### src/rtl/muldiv_div_sequencer.sv
// Multi-cycle RV32M divide/remainder unit: radix-2 restoring division over XLEN
// iterations, with sign correction and the RISC-V divide-by-zero / overflow results.
module muldiv_div_sequencer #(
    parameter int XLEN = 32
) (
    input  logic            iCLK,
    input  logic            iRST_n,
    input  logic            iStart,
    input  logic [1:0]      iOp,
    input  logic [XLEN-1:0] iDividend,
    input  logic [XLEN-1:0] iDivisor,
    input  logic            iKill,
    output logic            oBusy,
    output logic            oStall,
    output logic            oDone,
    output logic [XLEN-1:0] oResult
);

    localparam int CW = $clog2(XLEN);
    localparam logic [XLEN-1:0] ZERO_V = {XLEN{1'b0}};
    localparam logic [XLEN-1:0] ONES_V = {XLEN{1'b1}};
    localparam logic [XLEN-1:0] ONE_V  = {{(XLEN-1){1'b0}}, 1'b1};
    localparam logic [XLEN-1:0] MIN_V  = {1'b1, {(XLEN-1){1'b0}}};
    localparam logic [CW-1:0]   CNT_INIT = CW'(XLEN - 1);
    localparam logic [CW-1:0]   CNT_ONE  = {{(CW-1){1'b0}}, 1'b1};

    typedef enum logic [1:0] {
        IDLE = 2'd0,
        CALC = 2'd1,
        FIX  = 2'd2,
        DONE = 2'd3
    } state_t;

    state_t          state_r;
    state_t          state_s;
    logic            op_rem_r;
    logic            neg_q_r;
    logic            neg_rem_r;
    logic [XLEN-1:0] dvs_r;
    logic [XLEN-1:0] quo_r;
    logic [XLEN-1:0] rem_r;
    logic [CW-1:0]   cnt_r;
    logic [XLEN-1:0] result_r;

    logic            accept_s;
    logic            is_signed_s;
    logic            dnd_neg_s;
    logic            dvs_neg_s;
    logic [XLEN-1:0] dnd_mag_s;
    logic [XLEN-1:0] dvs_mag_s;
    logic            div_zero_s;
    logic            ovf_s;
    logic [XLEN-1:0] special_res_s;
    logic [XLEN:0]   shifted_s;
    logic [XLEN:0]   diff_s;
    logic            fits_s;
    logic [XLEN-1:0] fix_q_s;
    logic [XLEN-1:0] fix_rem_s;
    logic [XLEN-1:0] fix_res_s;

    // Operand decode at acceptance: magnitudes, sign flags and the two special results
    always_comb begin
        accept_s    = (state_r == IDLE) & iStart & ~iKill;
        is_signed_s = ~iOp[0];
        dnd_neg_s   = is_signed_s & iDividend[XLEN-1];
        dvs_neg_s   = is_signed_s & iDivisor[XLEN-1];
        dnd_mag_s   = dnd_neg_s ? (~iDividend + ONE_V) : iDividend;
        dvs_mag_s   = dvs_neg_s ? (~iDivisor + ONE_V) : iDivisor;
        div_zero_s  = (iDivisor == ZERO_V);
        ovf_s       = is_signed_s & (iDividend == MIN_V) & (iDivisor == ONES_V);
        if (div_zero_s) begin
            special_res_s = iOp[1] ? iDividend : ONES_V;
        end else begin
            special_res_s = iOp[1] ? ZERO_V : MIN_V;
        end
    end

    // One restoring step; the shifted remainder is below twice the divisor,
    // so bit XLEN of the difference is a reliable borrow flag
    always_comb begin
        shifted_s = {rem_r, quo_r[XLEN-1]};
        diff_s    = shifted_s - {1'b0, dvs_r};
        fits_s    = ~diff_s[XLEN];
        fix_q_s   = neg_q_r ? (~quo_r + ONE_V) : quo_r;
        fix_rem_s = neg_rem_r ? (~rem_r + ONE_V) : rem_r;
        fix_res_s = op_rem_r ? fix_rem_s : fix_q_s;
    end

    // Next-state and stall logic
    always_comb begin
        state_s = state_r;
        oStall  = 1'b0;
        case (state_r)
            IDLE: begin
                oStall = accept_s;
                if (accept_s) begin
                    state_s = (div_zero_s | ovf_s) ? DONE : CALC;
                end else begin
                    state_s = IDLE;
                end
            end
            CALC: begin
                oStall = 1'b1;
                if (iKill) begin
                    state_s = IDLE;
                end else if (cnt_r == {CW{1'b0}}) begin
                    state_s = FIX;
                end else begin
                    state_s = CALC;
                end
            end
            FIX: begin
                oStall = 1'b1;
                if (iKill) begin
                    state_s = IDLE;
                end else begin
                    state_s = DONE;
                end
            end
            DONE: begin
                state_s = IDLE;
            end
            default: begin
                state_s = IDLE;
            end
        endcase
    end

    // State register
    always_ff @(posedge iCLK or negedge iRST_n) begin
        if (!iRST_n) begin
            state_r <= IDLE;
        end else begin
            state_r <= state_s;
        end
    end

    // Datapath registers: operand latch, iteration, and result capture on entry to DONE
    always_ff @(posedge iCLK or negedge iRST_n) begin
        if (!iRST_n) begin
            op_rem_r  <= 1'b0;
            neg_q_r   <= 1'b0;
            neg_rem_r <= 1'b0;
            dvs_r     <= ZERO_V;
            quo_r     <= ZERO_V;
            rem_r     <= ZERO_V;
            cnt_r     <= {CW{1'b0}};
            result_r  <= ZERO_V;
        end else begin
            case (state_r)
                IDLE: begin
                    if (accept_s) begin
                        op_rem_r  <= iOp[1];
                        neg_q_r   <= dnd_neg_s ^ dvs_neg_s;
                        neg_rem_r <= dnd_neg_s;
                        dvs_r     <= dvs_mag_s;
                        quo_r     <= dnd_mag_s;
                        rem_r     <= ZERO_V;
                        cnt_r     <= CNT_INIT;
                        if (div_zero_s | ovf_s) begin
                            result_r <= special_res_s;
                        end
                    end
                end
                CALC: begin
                    if (!iKill) begin
                        rem_r <= fits_s ? diff_s[XLEN-1:0] : shifted_s[XLEN-1:0];
                        quo_r <= {quo_r[XLEN-2:0], fits_s};
                        cnt_r <= cnt_r - CNT_ONE;
                    end
                end
                FIX: begin
                    if (!iKill) begin
                        result_r <= fix_res_s;
                    end
                end
                DONE: begin
                    result_r <= result_r;
                end
                default: begin
                    result_r <= result_r;
                end
            endcase
        end
    end

    assign oBusy   = (state_r != IDLE);
    assign oDone   = (state_r == DONE);
    assign oResult = result_r;

endmodule

### config.mk
export PLATFORM = sky130hd
export DESIGN_NAME = muldiv_div_sequencer
export DESIGN_NICKNAME = d
export VERILOG_FILES = /design/src/rtl/muldiv_div_sequencer.sv
export SDC_FILE = /design/constraint.sdc
export NUM_CORES = 1
export LEC_CHECK = 0
export BUFFER_PORTS_ARGS = -buffer_cell sky130_fd_sc_hd__buf_2
export CAP_MARGIN = 10
export CELL_PAD_IN_SITES_DETAIL_PLACEMENT = 1
export CELL_PAD_IN_SITES_GLOBAL_PLACEMENT = 1
export CORE_MARGIN = 5
export CORE_UTILIZATION = 35
export CTS_CLUSTER_SIZE = 10
export DETAILED_ROUTE_END_ITERATION = 8
export GPL_ROUTABILITY_DRIVEN = 0
export PLACE_DENSITY_LB_ADDON = 0.1
export SLEW_MARGIN = 20
export SYNTH_ARGS = -nofsm -noshare
export SYNTH_HDL_FRONTEND = slang
export SYNTH_SLANG_ARGS = --single-unit
### constraint.sdc
create_clock -name iCLK -period 3.35 [get_ports iCLK]
set_input_delay 0.67 -clock iCLK [delete_from_list [all_inputs] [get_ports iCLK]]
set_output_delay 0.67 -clock iCLK [all_outputs]
set_load 0.02 [all_outputs]
==> summary.txt, run 1 <==
Status
  • Failing checks: negative setup slack
  • Status: finished with violations

Critical path
  • CP max FO: 4
  • Startpoint types: register
  • Cell chain of the critical path: or4_4 -> or4_4 -> or3_4 -> or4_4 -> nand2b_4 -> o41ai_4 -> xor2_1 -> o21ai_1 -> a211oi_2 -> nor2_1
  • R2r startpoint: quo_r[5]
  • Crit path kind: reg -> reg
  • Req. time, crit path: 3.66 ns
  • Max stage delay on crit path: ~0.56 ns
  • Arrival @ worst endpoint: between 3 and 4 ns
  • Critical Path End Type: register
  • Critical-path top delay cell: or4_4
  • Most frequent CP cell: or4_4
  • Crit. Startpoint: quo_r[5]

STA
  • Final setup vio count: 1
  • RSZ-0062 raised after global routing: true
  • Minimum clock period after layout: 3.386 ns
  • Hold slack final: 0.2303 ns
  • Achievable Freq: 295.3 MHz
  • Post-route setup TNS: -0.03597 ns
  • Fin worst setup slack: -0.03597 ns
  • Final hold vios: 0
  • Clock Skew: 0.01632 ns
  • Worst Tran Pin Value: 1.057 ns
  • Worst slew margin: 0.2951
  • Max-slew violation count: 0
  • Tcrit/Tclk final: 1.011

Routing
  • Routed vias: 10550
  • Routed WL: ~39000 um
  • DRC Markers: 0
  • Antenna Nets Post-Route: 0
  • Via-to-Cell Ratio: 5.513
  • Pre-antenna DRT Iters: 5
  • Wirelength per Cell: 20.14 um
  • Starting DRT DRC Count: 555

GRT
  • GR peak layer: met2
  • Vias in the first global route: 10970
  • Met3 Use GR: 0.02455
  • Gr usage total: 0.2256
  • Met1 Use GR: 0.3114
  • GR Util met2: 0.3840
  • Initial antenna violation count: 1
  • Largest net degree at the start of global routing: 65
  • Total gr overflow: 0
  • First-pass GRT wire length: 60970 um

Pwr
  • Sequential share of power: 0.247
  • PD cells: 720.6 mW/mm^2
  • P_leak: 5.887 nW
  • Logic gate share of total power: 0.519
  • Worst vdd ir: just over 0.4 mV
  • Switch share: 0.4107
  • PnR Total Power: 9.582 mW
  • Internal power: 5.647 mW
  • Clk pwr share: 0.234
  • Sw power: 3.935 mW

Clock tree
  • Clock-pin slew on the worst setup and hold paths: 0.07 ns
  • Clock buffer count from CTS: 17
  • Clock sinks: 138
  • Worst skew pair latency: 0.43 ns
  • CTS H-tree lvls: 4
  • Root Buffer: clkbuf_16
  • Bufs on Longest Clock Path: 2
  • CTS tree: yes

Yosys
  • Post-synth top flop: dfrtp_1
  • Post-Synth XOR/XNOR Area: 0.1193
  • Number of enable flip-flop cells after synthesis: 0
  • Syn_area_per_cell: 8.017 sq um
  • Seq cells post-synth: 138
  • Post-Synth Adder-Cell Area: 0.05089
  • Post-synthesis cell count: 1337
  • Post-Syn Nets: approximately 1500
  • FFs w/ async S/R, synth: 1.000
  • Cell variety after synth: 71
  • Post-synthesis simple-gate area fraction: 0.1810
  • Mux cell area share after synthesis: 0.02159
  • Warnings, synthesis: 0
  • Compound-Gate Fraction of Synth Area: 0.2547
  • Sequential area share after synthesis: 0.3222
  • Synthesized cell area: 0.01072 sq mm
  • Main combinational cell family by area after synthesis: compound AO/OA/AOI/OAI gates

Placed design
  • Setup WS pre-CTS: -0.1831 ns
  • Final HPWL DP: 29270 um
  • # port buffers: between 100 and 150
  • DP Area: 0.01238 sq mm
  • Placed insts: 1875

Floorplan
  • Ports: 105
  • Initial core utilization: 0.3523
  • Die W: ~190 um
  • Rows: 64
  • Core area: approximately 0.03 sq mm
  • Die H: 185 um
  • Die ar.: around 0.034 sq mm

Cells and area
  • Synth-to-layout area growth: 24.06%
  • # fillers: 3739
  • Final nets: 1617
  • Layout cell share with drive strength beyond 1: 0.2011
  • # diodes: 0
  • Finished Core Util: 0.4370
  • Layout Cell Area excl Fill: 0.01330 sq mm
  • Fin cells: 1913

Hold path
  • Worst Hold Class: in -> async

Run
  • Max cap viols: 0
-- critical path: cells and delay by family (launching register included) --
family / cells / cell delay [ns]
xor+xnor: 1 / 0.21
compound gates: 3 / 0.55
simple gates: 6 / 2.11
flops: 1 / 0.38
-- area by class of cell --
cell class                 instances  area [sq um]  share of cell area
multi-input combinational       1061          6914              0.5199
tap                              396         495.5             0.03726
clock buffer                      18         439.2             0.03303
inverter                          63         236.5             0.01778
timing repair buffer             223          1516              0.1140
sequential                       138          3453              0.2597
clock inverter                    14         242.7             0.01825
-- state kept, by name, summed over array words and instances, names as in the netlist --
name	count
quo_r	32
neg_rem_r	1
op_rem_r	1
state_r	2
dvs_r	32
rem_r	32
neg_q_r	1
cnt_r	5
oResult	32
-- cell usage after synthesis (18+ instances only) --
library cell | number | area, sq um
or3_1 | 18 | 112.6
a21oi_1 | 108 | 540.5
a31oi_1 | 18 | 112.6
a21o_1 | 22 | 165.2
inv_1 | 62 | 232.7
nand2_1 | 148 | 555.5
ha_1 | 42 | 525.5
mux2i_1 | 22 | 220.2
nor2_1 | 111 | 416.7
o31ai_1 | 34 | 255.2
nor3_1 | 22 | 110.1
clkbuf_1 | 60 | 225.2
dfrtp_1 | 138 | 3453
o21ai_0 | 141 | 705.7
xnor2_1 | 70 | 613.1
o22ai_1 | 31 | 193.9
xor2_1 | 76 | 665.6
-- final timing paths --
path | to | cells past startpoint | slack [ns]
max | oResult[30] | 10 | -0.04
min | quo_r[6] | 1 | 0.23
max reg2reg | oResult[30] | 10 | -0.04
min reg2reg | dvs_r[27] | 2 | 0.48
max in group asynchronous | cnt_r[4] | 2 | 2.36
min in group iCLK | dvs_r[27] | 2 | 0.48
-- layout by cell type (no fill, tap or decap), drive strengths merged, types with 6 or more instances in the layout --
master  count
a21o       22
buf       222
o211ai     14
mux2i      22
or3        18
xnor2      70
nor2b      10
nand2b     16
dfrtp     138
o21ai     142
nand2     148
a211oi      6
o31ai      35
o41ai      12
a21oi     108
o22ai      31
and3       11
a22o        8
or4        18
xor2       76
a32o        7
ha         42
nor3       22
nand4      11
nor2      111
nand3      16
a31oi      18
clkbuf     19
bufinv      6
inv        65
nor4       12
-- per-layer routing --
layer  part of all wire  routed length [um]
met1               0.47               18170
met2               0.48               18610
met4              0.012                 469
met5            0.00034                  13
met3              0.033                1260
-- power groups by stage --
stage / combinational (mW) / sequential, mW / clock, mW
final: 4.98 / 2.36 / 2.24
after global routing: 5.46 / 2.41 / 2.35
after CTS: 4.66 / 2.35 / 2.26
after detailed placement: 4.58 / 2.37 / 0
after global placement: 4.50 / 2.36 / 0
after floorplan: 3.00 / 2.29 / 0
-- what timing repair did --
item                       CTS  global route
setup endpoints to repair    9            43
pin swaps                    1            10
hold buffers                 0             0
setup buffers                0             5
gates cloned                 0             1
gates resized for setup      4            31
hold endpoints to repair     0             0
-- cell families (layout without fill, tap and decap cells) --
kind of cell	Yosys count	after routing
flops	138	138
fa+ha+maj	43	43
simple gates	409	409
compound gates	440	440
mux	23	23
xor+xnor	146	146
buf+inv	138	318
No activity file was read; power rests on OpenSTA's default activity.
==> run 2, diff against run 1 <==
--- a/config.mk
+++ b/config.mk
@@ -10,8 +10,7 @@
 export CELL_PAD_IN_SITES_DETAIL_PLACEMENT = 1
 export CELL_PAD_IN_SITES_GLOBAL_PLACEMENT = 1
 export CORE_MARGIN = 5
-export CORE_UTILIZATION = 35
-export CTS_CLUSTER_SIZE = 10
+export CORE_UTILIZATION = 45
 export DETAILED_ROUTE_END_ITERATION = 8
 export GPL_ROUTABILITY_DRIVEN = 0
 export PLACE_DENSITY_LB_ADDON = 0.1
==> constraint.sdc (replaced) <==
create_clock -name iCLK -period 3.5 [get_ports iCLK]
set_input_delay 0.7 -clock iCLK [delete_from_list [all_inputs] [get_ports iCLK]]
set_output_delay 0.7 -clock iCLK [all_outputs]
set_load 0.02 [all_outputs]
==> run 2 against run 1 <==
  * The run now ends clean
  * Total power is 8.7% lower
  * Cell area decreased by 4.1%
  * Global-route usage rose by 4.8 points
  * Sequential share of layout area up 1.1 points
  * Setup slack gained 0.096 ns
  * Highest routed layer is now met4
  * Via count up 0.11%
  * Clock power decreased by 11%
  * Die area down 21%
  * Hold slack gained 0.051 ns
  * Largest cell class unchanged
==> summary.txt, run 2 (synthesis results as in run 1) <==
Status
  • Status: complete, no violations (was finished with violations)

Placed design
  • Final HPWL DP: 27070 um (was 29270 um)
  • Setup WS pre-CTS: -0.09565 ns (was -0.1831 ns)
  • # port buffers: 104 (unchanged)
  • Placed insts: 1756 (was 1875)
  • DP Area: 0.01197 sq mm (was 0.01238 sq mm)

Clock tree
  • Clock-pin slew on the worst setup and hold paths: 0.07 ns (about the same)
  • Clock sinks: 138 (unchanged)
  • Root Buffer: clkbuf_16 (unchanged)
  • Clock buffer count from CTS: 17 (unchanged)
  • Bufs on Longest Clock Path: 2 (unchanged)
  • Hold-fix buffers, CTS: 0 (unchanged)
  • CTS H-tree lvls: 4 (unchanged)
  • CTS tree: yes (unchanged)
  • Worst skew pair latency: 0.43 ns (about the same)

GRT
  • Gr usage total: 0.2738 (was 0.2256)
  • Initial antenna violation count: 0 (was 1)
  • Vias in the first global route: 10950 (was 10970)
  • First-pass GRT wire length: 58600 um (was 60970 um)
  • Total gr overflow: 0 (unchanged)
  • Largest net degree at the start of global routing: 72 (was 65)

Floorplan
  • Die H: 164.3 um (was 185 um)
  • Initial core utilization: 0.4567 (was 0.3523)
  • Rows: 56 (was 64)
  • Die W: 164.3 um (was 185 um)
  • Die ar.: 0.02701 sq mm (was 0.03423 sq mm)
  • Core area: 0.02347 sq mm (was 0.03043 sq mm)
  • Ports: 105 (unchanged)

Routing
  • Pre-antenna DRT Iters: 5 (unchanged)
  • DRC Markers: 0 (unchanged)
  • Routed WL: 36500 um (was 38530 um)
  • Starting DRT DRC Count: 765 (was 555)
  • Routed vias: 10560 (was 10550)
  • Via-to-Cell Ratio: 5.888 (was 5.513)
  • Antenna Nets Post-Route: 0 (unchanged)
  • Wirelength per Cell: 20.36 um (was 20.14 um)

Pwr
  • Switch share: 0.4146 (was 0.4107)
  • Internal power: 5.120 mW (was 5.647 mW)
  • Sw power: 3.626 mW (was 3.935 mW)
  • Logic gate share of total power: 0.509 (was 0.519)
  • Sequential share of power: 0.263 (was 0.247)
  • Worst vdd ir: 0.3359 mV (was 0.4027 mV)
  • PD cells: 685.7 mW/mm^2 (was 720.6 mW/mm^2)
  • P_leak: 5.645 nW (was 5.887 nW)
  • PnR Total Power: 8.746 mW (was 9.582 mW)
  • Clk pwr share: 0.229 (was 0.234)

Critical path
  • Crit path kind: reg -> reg (unchanged)
  • Startpoint types: register (unchanged)
  • CP max FO: 4 (unchanged)
  • Req. time, crit path: 3.81 ns (was 3.66 ns)
  • Critical Path End Type: register (unchanged)
  • Worst R2R Path Depth: 10 (unchanged)
  • Arrival @ worst endpoint: 3.75 ns (was 3.70 ns)

STA
  • Max-slew violation count: 0 (unchanged)
  • Minimum clock period after layout: 3.440 ns (was 3.386 ns)
  • Worst Tran Pin Value: 1.193 ns (was 1.057 ns)
  • Final hold vios: 0 (unchanged)
  • Achievable Freq: 290.7 MHz (was 295.3 MHz)
  • Worst slew margin: 0.2045 (was 0.2951)
  • Fin worst setup slack: 0.06008 ns (was -0.03597 ns)
  • Clock Skew: 0.01101 ns (was 0.01632 ns)
  • Final setup vio count: 0 (was 1)
  • Tcrit/Tclk final: 0.9828 (was 1.011)

Cells and area
  • # diodes: 0 (unchanged)
  • Commonest non-fill, non-tap cell in the layout: nand2_1 (unchanged)
  • Layout Cell Area excl Fill: 0.01275 sq mm (was 0.01330 sq mm)
  • Finished Core Util: 0.5434 (was 0.4370)
  • Layout cell share with drive strength beyond 1: 0.1703 (was 0.2011)
  • Synth-to-layout area growth: 18.99% (was 24.06%)
  • Fin cells: 1793 (was 1913)
  • Most frequent cells in the layout: 147 x nand2_1, 141 x o21ai_0, 138 x dfrtp_1 (was 147 x nand2_1, 138 x dfrtp_1, 137 x o21ai_0)
  • Final nets: 1574 (was 1617)

Hold path
  • Worst Hold Class: in -> async (unchanged)

Run
  • Max cap viols: 0 (unchanged)
## run 2: metrics by stage
step           setup TNS [ns]  hold WS, ns
4_1_cts                     0       0.3103
3_5_place_dp           -2.435       0.4712
6_report                    0       0.2809
2_1_floorplan               0       0.4044
5_1_grt              -0.07452       0.3334
3_3_place_gp                0       0.4617
## run 2: metal layers
layer,GRT usage,part of all wire,up-vias
met4,0.08120,0.020,0
met5,0,0,-
met1,0.3647,0.45,5227
li1,-,-,5033
met3,0.03212,0.043,52
met2,0.4682,0.49,246
## run 2: power by group through the flow
stage                     clock, mW  combinational [mW]  sequential (mW)
final                          2.00                4.45             2.30
after global routing           2.09                4.89             2.34
after CTS                      2.02                4.23             2.28
after detailed placement          0                4.16             2.30
after global placement            0                4.04             2.27
after floorplan                   0                2.87             2.20
## run 2: layout make-up
| type | count | area [sq um] |
|---|---|---|
| multi-input combinational | 1061 | 6854 |
| clock inverter | 12 | 197.7 |
| sequential | 138 | 3453 |
| clock buffer | 20 | 436.7 |
| inverter | 63 | 236.5 |
| tap | 319 | 399.1 |
| fill | 2951 | 10720 |
| timing repair buffer | 180 | 1177 |
## run 2: final timing paths
check                           from          end  slack, ns
max reg2reg                 quo_r[5]  oResult[30]       0.06
min reg2reg                dvs_r[31]    dvs_r[31]       0.48
min                           iRST_n     dvs_r[5]       0.28
max                         quo_r[5]  oResult[30]       0.06
min in group iCLK          dvs_r[31]    dvs_r[31]       0.48
max in group asynchronous     iRST_n    dvs_r[22]       2.42
## run 2: what timing repair did
item	CTS	global route
setup endpoints to repair	26	36
buffers inserted	0	4
gates resized for setup	4	14
gates cloned	0	1
pin swaps	0	3
## run 2: worst max-delay path, stage by stage (launching register included)
cell      delay [ns]
dfrtp_1         0.39
or4_4           0.56
or4_4           0.46
or3_4           0.39
or4_4           0.47
nand2b_4        0.20
o41ai_4         0.25
xor2_1          0.22
o21ai_1         0.10
a211oi_2        0.23
nor2_1          0.06
